<file path="config.mk">
export PLATFORM = sky130hd
export DESIGN_NAME = scan_sequencer_flat
export DESIGN_NICKNAME = d
export VERILOG_FILES = /design/src/rtl/disp_pkg.sv /design/src/rtl/scan_sequencer_if.sv /design/src/rtl/scan_prescaler.sv /design/src/rtl/scan_sequencer.sv /design/src/flat_wrapper.sv
export SDC_FILE = /design/constraint.sdc
export NUM_CORES = 1
export LEC_CHECK = 0
export BUFFER_PORTS_ARGS = -buffer_cell sky130_fd_sc_hd__buf_2
export CELL_PAD_IN_SITES_DETAIL_PLACEMENT = 1
export CELL_PAD_IN_SITES_GLOBAL_PLACEMENT = 1
export CORE_MARGIN = 2
export CORE_UTILIZATION = 42
export CTS_BUF_LIST = sky130_fd_sc_hd__clkbuf_4
export CTS_CLUSTER_SIZE = 24
export DETAILED_ROUTE_END_ITERATION = 8
export PLACE_DENSITY_LB_ADDON = 0.1
export SLEW_MARGIN = 20
export SYNTH_ARGS = -nofsm -noshare
export SYNTH_HDL_FRONTEND = slang
export SYNTH_SLANG_ARGS = --single-unit
</file>
<file path="constraint.sdc">
create_clock -name clk -period 2.7 [get_ports clk]
set_input_delay 0 -clock clk [delete_from_list [all_inputs] [get_ports clk]]
set_output_delay 0 -clock clk [all_outputs]
set_load 0.01 [all_outputs]
</file>
<file path="src/rtl/disp_pkg.sv">
// Shared types and helpers for the 8-digit display scan path.
package disp_pkg;

   localparam int unsigned NDIG   = 8;
   localparam int unsigned IDX_W  = 3;
   localparam int unsigned NIB_W  = 4;
   localparam int unsigned WORD_W = NDIG * NIB_W;

   typedef logic [IDX_W-1:0]  idx_t;
   typedef logic [NDIG-1:0]   mask_t;
   typedef logic [NIB_W-1:0]  nib_t;
   typedef logic [WORD_W-1:0] word_t;

   typedef struct packed {
      logic wrap;
      idx_t idx_next;
   } step_t;

   // Next enabled digit: first step lands on the lowest digit, later steps
   // move to the smallest enabled digit above idx, else wrap to the lowest.
   function automatic step_t next_enabled(input mask_t mask, input idx_t idx,
                                          input logic started);
      step_t r;
      idx_t  low;
      idx_t  up;
      logic  found_up;
      low      = '0;
      up       = '0;
      found_up = 1'b0;
      for (int i = NDIG - 1; i >= 0; i--) begin
         if (mask[i]) begin
            low = IDX_W'(i);
            if (i > int'(idx)) begin
               up       = IDX_W'(i);
               found_up = 1'b1;
            end
         end
      end
      if (!started) begin
         r.wrap     = 1'b0;
         r.idx_next = low;
      end else if (found_up) begin
         r.wrap     = 1'b0;
         r.idx_next = up;
      end else begin
         r.wrap     = 1'b1;
         r.idx_next = low;
      end
      return r;
   endfunction

   // Nibble k of a display word.
   function automatic nib_t sel_nibble(input word_t w, input idx_t i);
      return w[{i, 2'b00} +: NIB_W];
   endfunction

endpackage

</file>
<file path="src/rtl/scan_sequencer_if.sv">
// Control inputs and decoder-side outputs of the scan sequencer.
interface scan_sequencer_if;
   import disp_pkg::*;

   logic  en;
   logic  load;
   word_t din;
   mask_t mask;
   logic  a2;
   logic  a1;
   logic  a0;
   nib_t  nibble;
   logic  blank;
   logic  frame_done;

   modport master (
      output en, load, din, mask,
      input  a2, a1, a0, nibble, blank, frame_done
   );

   modport slave (
      input  en, load, din, mask,
      output a2, a1, a0, nibble, blank, frame_done
   );

endinterface

</file>
<file path="src/rtl/scan_prescaler.sv">
// Digit-step prescaler: pulses tick_c once every DIV enabled clocks.
module scan_prescaler #(
   parameter int unsigned DIV = 100000
) (
   input  logic clk,
   input  logic rst_n,
   input  logic en,
   output logic tick_c
);

   localparam int unsigned CNT_W = $clog2(DIV);

   logic [CNT_W-1:0] cnt;
   logic             last_c;

   assign last_c = (cnt == CNT_W'(DIV - 1));
   assign tick_c = en & last_c;

   // Count 0..DIV-1 while enabled, hold otherwise
   always_ff @(posedge clk) begin
      if (!rst_n) begin
         cnt <= '0;
      end else if (en) begin
         cnt <= last_c ? '0 : cnt + CNT_W'(1);
      end
   end

endmodule

</file>
<file path="src/rtl/scan_sequencer.sv">
// Digit scan sequencer feeding the 3-to-8 select decoder of the display.
module scan_sequencer
   import disp_pkg::*;
#(
   parameter int unsigned DIV = 100000
) (
   input  logic              clk,
   input  logic              rst_n,
   scan_sequencer_if.slave   bus
);

   logic  tick_c;
   logic  mask_any_c;
   logic  step_c;
   logic  wrap_c;
   step_t nxt_c;
   word_t shown_nx_c;

   idx_t  idx;
   word_t shown;
   word_t pending;
   logic  pend;
   logic  started;
   nib_t  nibble_q;
   logic  blank_q;
   logic  frame_done_q;

   scan_prescaler #(.DIV(DIV)) u_prescaler (
      .clk    (clk),
      .rst_n  (rst_n),
      .en     (bus.en),
      .tick_c (tick_c)
   );

   assign mask_any_c = |bus.mask;
   assign step_c     = tick_c & mask_any_c;
   assign nxt_c      = next_enabled(bus.mask, idx, started);

   // Displayed word after this cycle: swapped only at a frame wrap, or
   // followed directly before the first step
   always_comb begin
      wrap_c     = step_c & started & nxt_c.wrap;
      shown_nx_c = shown;
      if (wrap_c) begin
         if (bus.load) begin
            shown_nx_c = bus.din;
         end else if (pend) begin
            shown_nx_c = pending;
         end
      end else if (!started && bus.load) begin
         shown_nx_c = bus.din;
      end
   end

   // Index, data buffers and registered decoder outputs
   always_ff @(posedge clk) begin
      if (!rst_n) begin
         idx          <= '0;
         shown        <= '0;
         pending      <= '0;
         pend         <= 1'b0;
         started      <= 1'b0;
         nibble_q     <= '0;
         blank_q      <= 1'b1;
         frame_done_q <= 1'b0;
      end else begin
         frame_done_q <= wrap_c;
         shown        <= shown_nx_c;
         if (bus.load) begin
            pending <= bus.din;
         end
         if (wrap_c) begin
            pend <= 1'b0;
         end else if (bus.load) begin
            pend <= 1'b1;
         end
         if (step_c) begin
            idx      <= nxt_c.idx_next;
            started  <= 1'b1;
            nibble_q <= sel_nibble(shown_nx_c, nxt_c.idx_next);
            blank_q  <= ~bus.mask[nxt_c.idx_next];
         end else begin
            blank_q  <= ~started | ~bus.mask[idx] | ~mask_any_c;
         end
      end
   end

   assign {bus.a2, bus.a1, bus.a0} = idx;
   assign bus.nibble               = nibble_q;
   assign bus.blank                = blank_q;
   assign bus.frame_done           = frame_done_q;

endmodule

</file>
<file path="src/flat_wrapper.sv">
// flat-port wrapper written by rule: the top's interface ports become plain ports
module scan_sequencer_flat import disp_pkg::*;
#(
   parameter int unsigned DIV = 100000
)
  (clk, rst_n, bus_en, bus_load, bus_din, bus_mask, bus_a2, bus_a1, bus_a0, bus_nibble, bus_blank, bus_frame_done);
  scan_sequencer_if bus_i ();
  input  logic clk;
  input  logic rst_n;
  input wire logic [$bits(bus_i.en)-1:0] bus_en;
  input wire logic [$bits(bus_i.load)-1:0] bus_load;
  input wire logic [$bits(bus_i.din)-1:0] bus_din;
  input wire logic [$bits(bus_i.mask)-1:0] bus_mask;
  output wire logic [$bits(bus_i.a2)-1:0] bus_a2;
  output wire logic [$bits(bus_i.a1)-1:0] bus_a1;
  output wire logic [$bits(bus_i.a0)-1:0] bus_a0;
  output wire logic [$bits(bus_i.nibble)-1:0] bus_nibble;
  output wire logic [$bits(bus_i.blank)-1:0] bus_blank;
  output wire logic [$bits(bus_i.frame_done)-1:0] bus_frame_done;
  assign bus_i.en = bus_en;
  assign bus_i.load = bus_load;
  assign bus_i.din = bus_din;
  assign bus_i.mask = bus_mask;
  assign bus_a2 = bus_i.a2;
  assign bus_a1 = bus_i.a1;
  assign bus_a0 = bus_i.a0;
  assign bus_nibble = bus_i.nibble;
  assign bus_blank = bus_i.blank;
  assign bus_frame_done = bus_i.frame_done;
  scan_sequencer #(.DIV(DIV)) u_core (.clk(clk), .rst_n(rst_n), .bus(bus_i));
endmodule
</file>
Yosys cells after proc, flatten, opt, wreduce, memory -nomap -nowiden
Index checks and enable logic that the tools add are counted.
{"block": "classes", "n_addsub": 1, "order_cmp": 9, "n_eq_ne": 1, "shift": 1, "mux": 48, "bitwise": 11, "n_reduce_logical": 4}
{"op": "two-way mux 32 bit", "n": 4}
{"op": "two-way mux 3 bit", "n": 22}
{"op": "indexed part select 32 x 6 -> 4 bit", "n": 1}
{"op": "adder 17 x 1 -> 17 bit (second input constant)", "n": 1}
{"op": "== test 17 bit (second input constant)", "n": 1}
{"op": "two-way mux 1 bit", "n": 17}
{"op": "two-way mux 17 bit", "n": 1}
{"op": "> comparator 3 bit (first input constant)", "n": 4}
{"op": "< comparator 3 x 4 -> 1 bit (second input constant)", "n": 2}
{"op": "two-way mux 4 bit", "n": 2}
{"op": "OR reduction 8 bit", "n": 1}
{"op": "binary-select mux 1 bit (select 3 bit)", "n": 2}
{"op": "> comparator 2 x 3 -> 1 bit (first input constant)", "n": 2}
{"op": "NOT 1 bit", "n": 5}
{"op": "AND 1 bit", "n": 4}
{"op": "> comparator 1 x 3 -> 1 bit (first input constant)", "n": 1}
{"op": "bitwise OR 1 bit", "n": 2}
{"op": "OR reduction 2 bit", "n": 1}
{"op": "logical AND 1 bit", "n": 1}
{"op": "logical NOT 1 bit", "n": 1}
{"block": "totals", "ff_bits": 92, "inputBits": 44, "output_inout_bits": 9, "wordCells": 84}

Longest topological paths before layout
{"block": "depth", "depth_word": 21, "depth_mapped": 12, "ltp_nobuf": 10}

Hierarchy
A second synthesis with hierarchy kept.
{"block": "unflattened", "hier_cells": 587, "area_unflattened_um2": 5099.9}
{"module": "scan_sequencer", "n_inst": 1, "cells_per_inst": 498, "area_each_um2": 4256.6, "seq_area_each_um2": 1501.4}
{"module": "scan_prescaler", "n_inst": 1, "cells_per_inst": 89, "area_each_um2": 843.3, "seq_area_each_um2": 340.3}

Worst setup path after synthesis
OpenSTA, ideal clock, no wires.
{"block": "synth_timing", "path_type": "register to register", "startpoint": "reg u_core.idx[1]", "endpoint": "reg u_core.nibble_q[1] (netlist: u_core.bus.nibble[1])", "setup_ns": 0.075, "t_arrival_ns": 2.512, "required_time_ns": 2.625, "slack_ns": 0.113, "path_stages_with_launch": 11, "n_path_buf": 2, "period_less_slack_ns": 2.587, "path_cell_list": "dfxtp_1 buf_6 or3b_1 and4_4 a31o_1 buf_6 o31a_4 or3_4 o22a_1 o211a_1 o22ai_1"}
{"block": "synth_via", "elab_chain_len": 20, "elab_cells_between_ends": 40, "classes_between": "7 x order compare; 1 x shift; 31 x mux; 1 x bitwise"}
{"item": "from (decl)", "line": "scan_sequencer.sv:19", "rtl": "idx_t idx;"}
{"item": "from (signal assigned)", "line": "scan_sequencer.sv:78", "rtl": "idx <= nxt_c.idx_next;"}
{"item": "> comparator 3 bit", "line": "disp_pkg.sv:33", "rtl": "if (i > int'(idx)) begin"}
{"item": "two-way mux 1 bit", "line": "disp_pkg.sv:33"}
{"item": "two-way mux 1 bit", "line": "disp_pkg.sv:31", "rtl": "if (mask[i]) begin"}
{"item": "two-way mux 1 bit", "line": "disp_pkg.sv:33"}
{"item": "two-way mux 1 bit", "line": "disp_pkg.sv:31"}
{"item": "two-way mux 1 bit", "line": "disp_pkg.sv:33"}
{"item": "two-way mux 1 bit", "line": "disp_pkg.sv:31"}
{"item": "two-way mux 1 bit", "line": "disp_pkg.sv:33"}
{"item": "[4 not listed]"}
{"item": "two-way mux 1 bit", "line": "disp_pkg.sv:31"}
{"item": "two-way mux 1 bit", "line": "disp_pkg.sv:33"}
{"item": "two-way mux 1 bit", "line": "disp_pkg.sv:31"}
{"item": "two-way mux 4 bit (*)", "line": "disp_pkg.sv:42", "rtl": "end else if (found_up) begin"}
{"item": "two-way mux 4 bit (*)", "line": "disp_pkg.sv:39", "rtl": "if (!started) begin"}
{"item": "AND 1 bit", "line": "scan_sequencer.sv:42", "rtl": "wrap_c = step_c & started & nxt_c.wrap;"}
{"item": "two-way mux 32 bit", "line": "scan_sequencer.sv:44", "rtl": "if (wrap_c) begin"}
{"item": "indexed part select 32 x 6 -> 4 bit (*)", "line": "disp_pkg.sv:54", "rtl": "return w[{i, 2'b00} +: NIB_W];"}
{"item": "to (signal assigned)", "line": "scan_sequencer.sv:80", "rtl": "nibble_q <= sel_nibble(shown_nx_c, nxt_c.idx_next);"}
{"item": "to (decl)", "line": "scan_sequencer.sv:24", "rtl": "nib_t nibble_q;"}
Mark *: on every way between the ends. The rest lies on a longest branch, timed or not.
A chain may end at the register's enable or synchronous reset.

Final worst setup path
{"block": "layout_timing", "startpoint": "reg u_core.idx[1]", "endpoint": "reg u_core.nibble_q[2] (netlist: u_core.bus.nibble[2])"}
The elaborated chain is that of the path after synthesis.

==> results summary <==
The run finished with clean final reports. The wire length of the first global-routing pass came out at 20910 µm. The portion of synthesized area spent on multiplexers is 0.1359. STA classifies the critical path endpoint as a register. The synthesized-area fraction occupied by and/or/nand/nor cells is 0.2039. By count the netlist is led by 92 x sky130_fd_sc_hd__dfxtp_1, 75 x sky130_fd_sc_hd__nor2_1, 41 x sky130_fd_sc_hd__mux2i_1.

The power per standard cell area came out at 458.4 nW/µm². In this run, synthesis produced a sequential element count of 92. The count of buffers added on input and output ports is 52. The cell area after technology mapping came out at 4511 µm².

In the synthesized netlist the dominant register cell turns out to be sky130_fd_sc_hd__dfxtp_1. The number of nets with antenna violations after detailed routing came out at 0. The final setup violation count came out at 0. The die area is 11580 µm². The adder-cell share of the synthesized area came out at 0.002774.

The headroom to the max-slew limit is 0.6603. The critical path buffer and inverter count is 1. The post-synth net total came out at 540. The maximum VDD drop is 0.0002488 V. The total wirelength of the detailed-routed design is 13150 µm. The clock network latency to the later pin of the worst-skew pair is 0.45 ns. The top cell family by delay on the critical path is compound AO/OA/AOI/OAI gates. The floorplan core area came out at 10370 µm². The starting density of the core came out at 0.4350.

The core utilization of the finished layout is 0.5597. The number of clock sinks came out at 92. The antenna cell count is 0.

The arrival time reported for the critical path endpoint came out at 3.02 ns. The max-cap check violation count came out at 0. The class of the tightest hold or removal check is input port to register. The measured slew at the worst slew-check pin came out at 0.5083 ns. Along the worst path, the maximum fanout reaches 7.

The routability congestion estimate from global placement came out at 0.8206. The share of the synthesized area in compound gates (AO/OA/AOI/OAI) is 0.1839. Dividing the final minimum period by the clock period gives 0.9728. The die extent in y came out at 107.6 µm. The combinational family with the most area after synthesis is simple AND/OR/NAND/NOR gates. The routed layout has 4133 vias. The H-tree generated during clock tree synthesis spans 3 levels. The clock passes through at most 2 buffers. Summed over all instances, the cell type with the most area after synthesis is sky130_fd_sc_hd__dfxtp_1. TritonCTS built the clock tree. The number of enable-type register cells in the synthesized netlist came out at 0. Entering global routing, the biggest net connects 43 pins. The count of cell types in the netlist is 60. For this run, the number of Yosys warnings is 0. Clock skew on the completed layout was measured at 0.02423 ns. The via count of the first global-routing pass came to 4188.

For the worst flop-to-flop path, the logic depth is 9. The critical path in this run is classified as register to register. The critical path goes through or3b_1, and4_4, a31o_4, buf_4, a211o_1, or3_4, o22a_1, o211a_1, o22ai_2. The worst hold margin came out at 0.04224 ns.

The layout overhead on the synthesized area is 28.68%. The sequential share of the synthesized area is 0.4083. The post-synthesis cell count came out at 495. Of the total synthesized cell area, the portion taken by XOR and XNOR cells is 0.02524. For this design the top-level I/O count stands at 53. The overall routing resource usage is 0.2285. Timing would allow up to 380.7 MHz. The initial antenna violation count is 0.

After synthesis, the share of flip-flops with an asynchronous set or reset is 0. In this run the static leakage power is 2.486 nW. The final-report hold violation count came out at 0.

The violation count after the first detailed-routing iteration came out at 139. Buffers inserted during clock tree synthesis total 9. For this run the aggregate overflow at the end of global routing stands at 0. The share of synthesized area in the top cell type comes to 0.4083. After detailed routing, the number of vias per cell comes to 5.533. The design draws 0.002661 W. The buffer type at the clock tree root is sky130_fd_sc_hd__clkbuf_4. The floorplan die width came out at 107.6 µm. The fraction of layout instances using a drive strength above 1 came out at 0.2782. The post-route minimum period is 2.627 ns. The total count of max-transition violations in the final report came to 0. The count of standard-cell rows came out at 37. Among all cell types in the netlist, the one instantiated most often is sky130_fd_sc_hd__dfxtp_1. The number of cells on the worst hold path is 3. Ranked by total cell area, the synthesized netlist is headed by sky130_fd_sc_hd__dfxtp_1 41%, sky130_fd_sc_hd__mux2i_1 9.1%, sky130_fd_sc_hd__nor2_1 6.2%. The number of remaining DRC errors is 0.

The critical path required time came out at 3.09 ns. The final routed wire length divided by cell count is 17.61 µm. The number of nets at the end of the flow came out at 651. After clock tree synthesis, the clock-pin slew on the worst setup and hold paths is 0.17 ns. The number of detailed-routing iterations run before antenna repair is 4. The worst setup path is launched from a register. The synthesized area per cell is 9.112 µm². The delay of the slowest cell on the worst path came out at 0.40 ns.

The critical path depth in cells is 9. Among all stages on the critical path, the largest delay is contributed by sky130_fd_sc_hd__dfxtp_4. The final HPWL from detailed placement came out at 9202 µm.
-- final timing paths --
path | slack [ns] | endpoint | startpoint
max reg2reg | 0.07 | u_core.bus.nibble[2]$_SDFFE_PN0P_ | u_core.idx[1]$_SDFFE_PN0P_
max | 0.07 | u_core.bus.nibble[2]$_SDFFE_PN0P_ | u_core.idx[1]$_SDFFE_PN0P_
min reg2reg | 0.51 | u_core.pending[8]$_SDFFE_PN0P_ | u_core.pending[8]$_SDFFE_PN0P_
min | 0.04 | u_core.pending[16]$_SDFFE_PN0P_ | bus_load
-- registers in the layout (all words and copies together), names as in the netlist --
| name | flops |
|---|---|
| u_core.bus.blank | 1 |
| u_core.bus.frame_done | 1 |
| u_core.bus.nibble | 4 |
| u_core.idx | 3 |
| u_core.pend | 1 |
| u_core.pending | 32 |
| u_core.shown | 32 |
| u_core.started | 1 |
| u_core.u_prescaler.cnt | 17 |
-- layout make-up --
type	count	area, µm²
multi-input cells	362	2610
inverters	10	37.54
flip-flops and latches	92	1852
clock buffers	9	67.56
repair buffers	131	988.4
clock inverters	7	78.83
well taps	136	170.2
fillers	1208	4566
-- where the power goes --
group	internal [W]	leakage [nW]	switching [W]
Clock	0.000296	0.0769	0.000521
Sequential	0.00142	0.759	0.0000318
Combinational	0.000198	1.65	0.000193
-- cell families after synthesis --
group | count (synthesis)
AOI/OAI and AO/OA | 106
xor gates and xnor gates | 13
adders and majority gates | 1
buffers and inverters | 41
DFF | 92
muxes | 58
and+or+nand+nor | 184
-- metal layers --
layer,track usage,part of all wire
met1,0.3131,0.49
met2,0.3792,0.48
met5,0,0
met3,0.02906,0.027
met4,0.06227,0.0086
-- metrics by stage --
step           setup TNS (ns)  std cells  setup slack [ns]  area (µm²)
5_1_grt               -0.1236        747          -0.07072        5804
2_1_floorplan               0        495            0.1134        4511
3_5_place_dp          -0.1205        694          -0.04586        5126
3_3_place_gp                0        694           0.04571        5126
4_1_cts                     0        744           0.01426        5642
6_report                    0        747           0.07339        5804
-- cells in the final DEF, fill, tap and decap left out, types with 4 or more instances in the layout --
| cell | n |
|---|---|
| sky130_fd_sc_hd__buf_2 | 52 |
| sky130_fd_sc_hd__o221a_2 | 7 |
| sky130_fd_sc_hd__dfxtp_2 | 5 |
| sky130_fd_sc_hd__mux2i_1 | 41 |
| sky130_fd_sc_hd__inv_1 | 9 |
| sky130_fd_sc_hd__xnor2_1 | 4 |
| sky130_fd_sc_hd__a211oi_1 | 4 |
| sky130_fd_sc_hd__o31a_1 | 6 |
| sky130_fd_sc_hd__clkbuf_4 | 9 |
| sky130_fd_sc_hd__o22a_1 | 4 |
| sky130_fd_sc_hd__nand3_1 | 7 |
| sky130_fd_sc_hd__or2_2 | 7 |
| sky130_fd_sc_hd__dlygate4sd3_1 | 34 |
| sky130_fd_sc_hd__o21ai_0 | 11 |
| sky130_fd_sc_hd__and3_1 | 22 |
| sky130_fd_sc_hd__a221o_1 | 7 |
| sky130_fd_sc_hd__a211o_1 | 7 |
| sky130_fd_sc_hd__a221oi_1 | 10 |
| sky130_fd_sc_hd__mux2_2 | 16 |
| sky130_fd_sc_hd__dfxtp_1 | 86 |
| sky130_fd_sc_hd__nor2_1 | 74 |
| sky130_fd_sc_hd__buf_4 | 40 |
| sky130_fd_sc_hd__xor2_1 | 9 |
| sky130_fd_sc_hd__and2_1 | 15 |
| sky130_fd_sc_hd__a31oi_1 | 4 |
| sky130_fd_sc_hd__nand2b_1 | 4 |
| sky130_fd_sc_hd__a21oi_1 | 15 |
| sky130_fd_sc_hd__nand2_1 | 25 |
| sky130_fd_sc_hd__o22ai_1 | 5 |
-- worst min-delay path, delay by kind of cell --
kind                   cells  cell delay [ns]
buffers and inverters      1             0.22
multiplexers               1             0.19
AND/OR/NAND/NOR            1             0.06
-- what timing repair did --
item,CTS,global route
gates cloned,0,1
buffers inserted,0,2
pin swaps,1,4
setup endpoints to repair,4,4
hold buffers,34,0
resized for setup,8,26
hold endpoints to repair,70,0
Power figures use the tool's default switching activity.
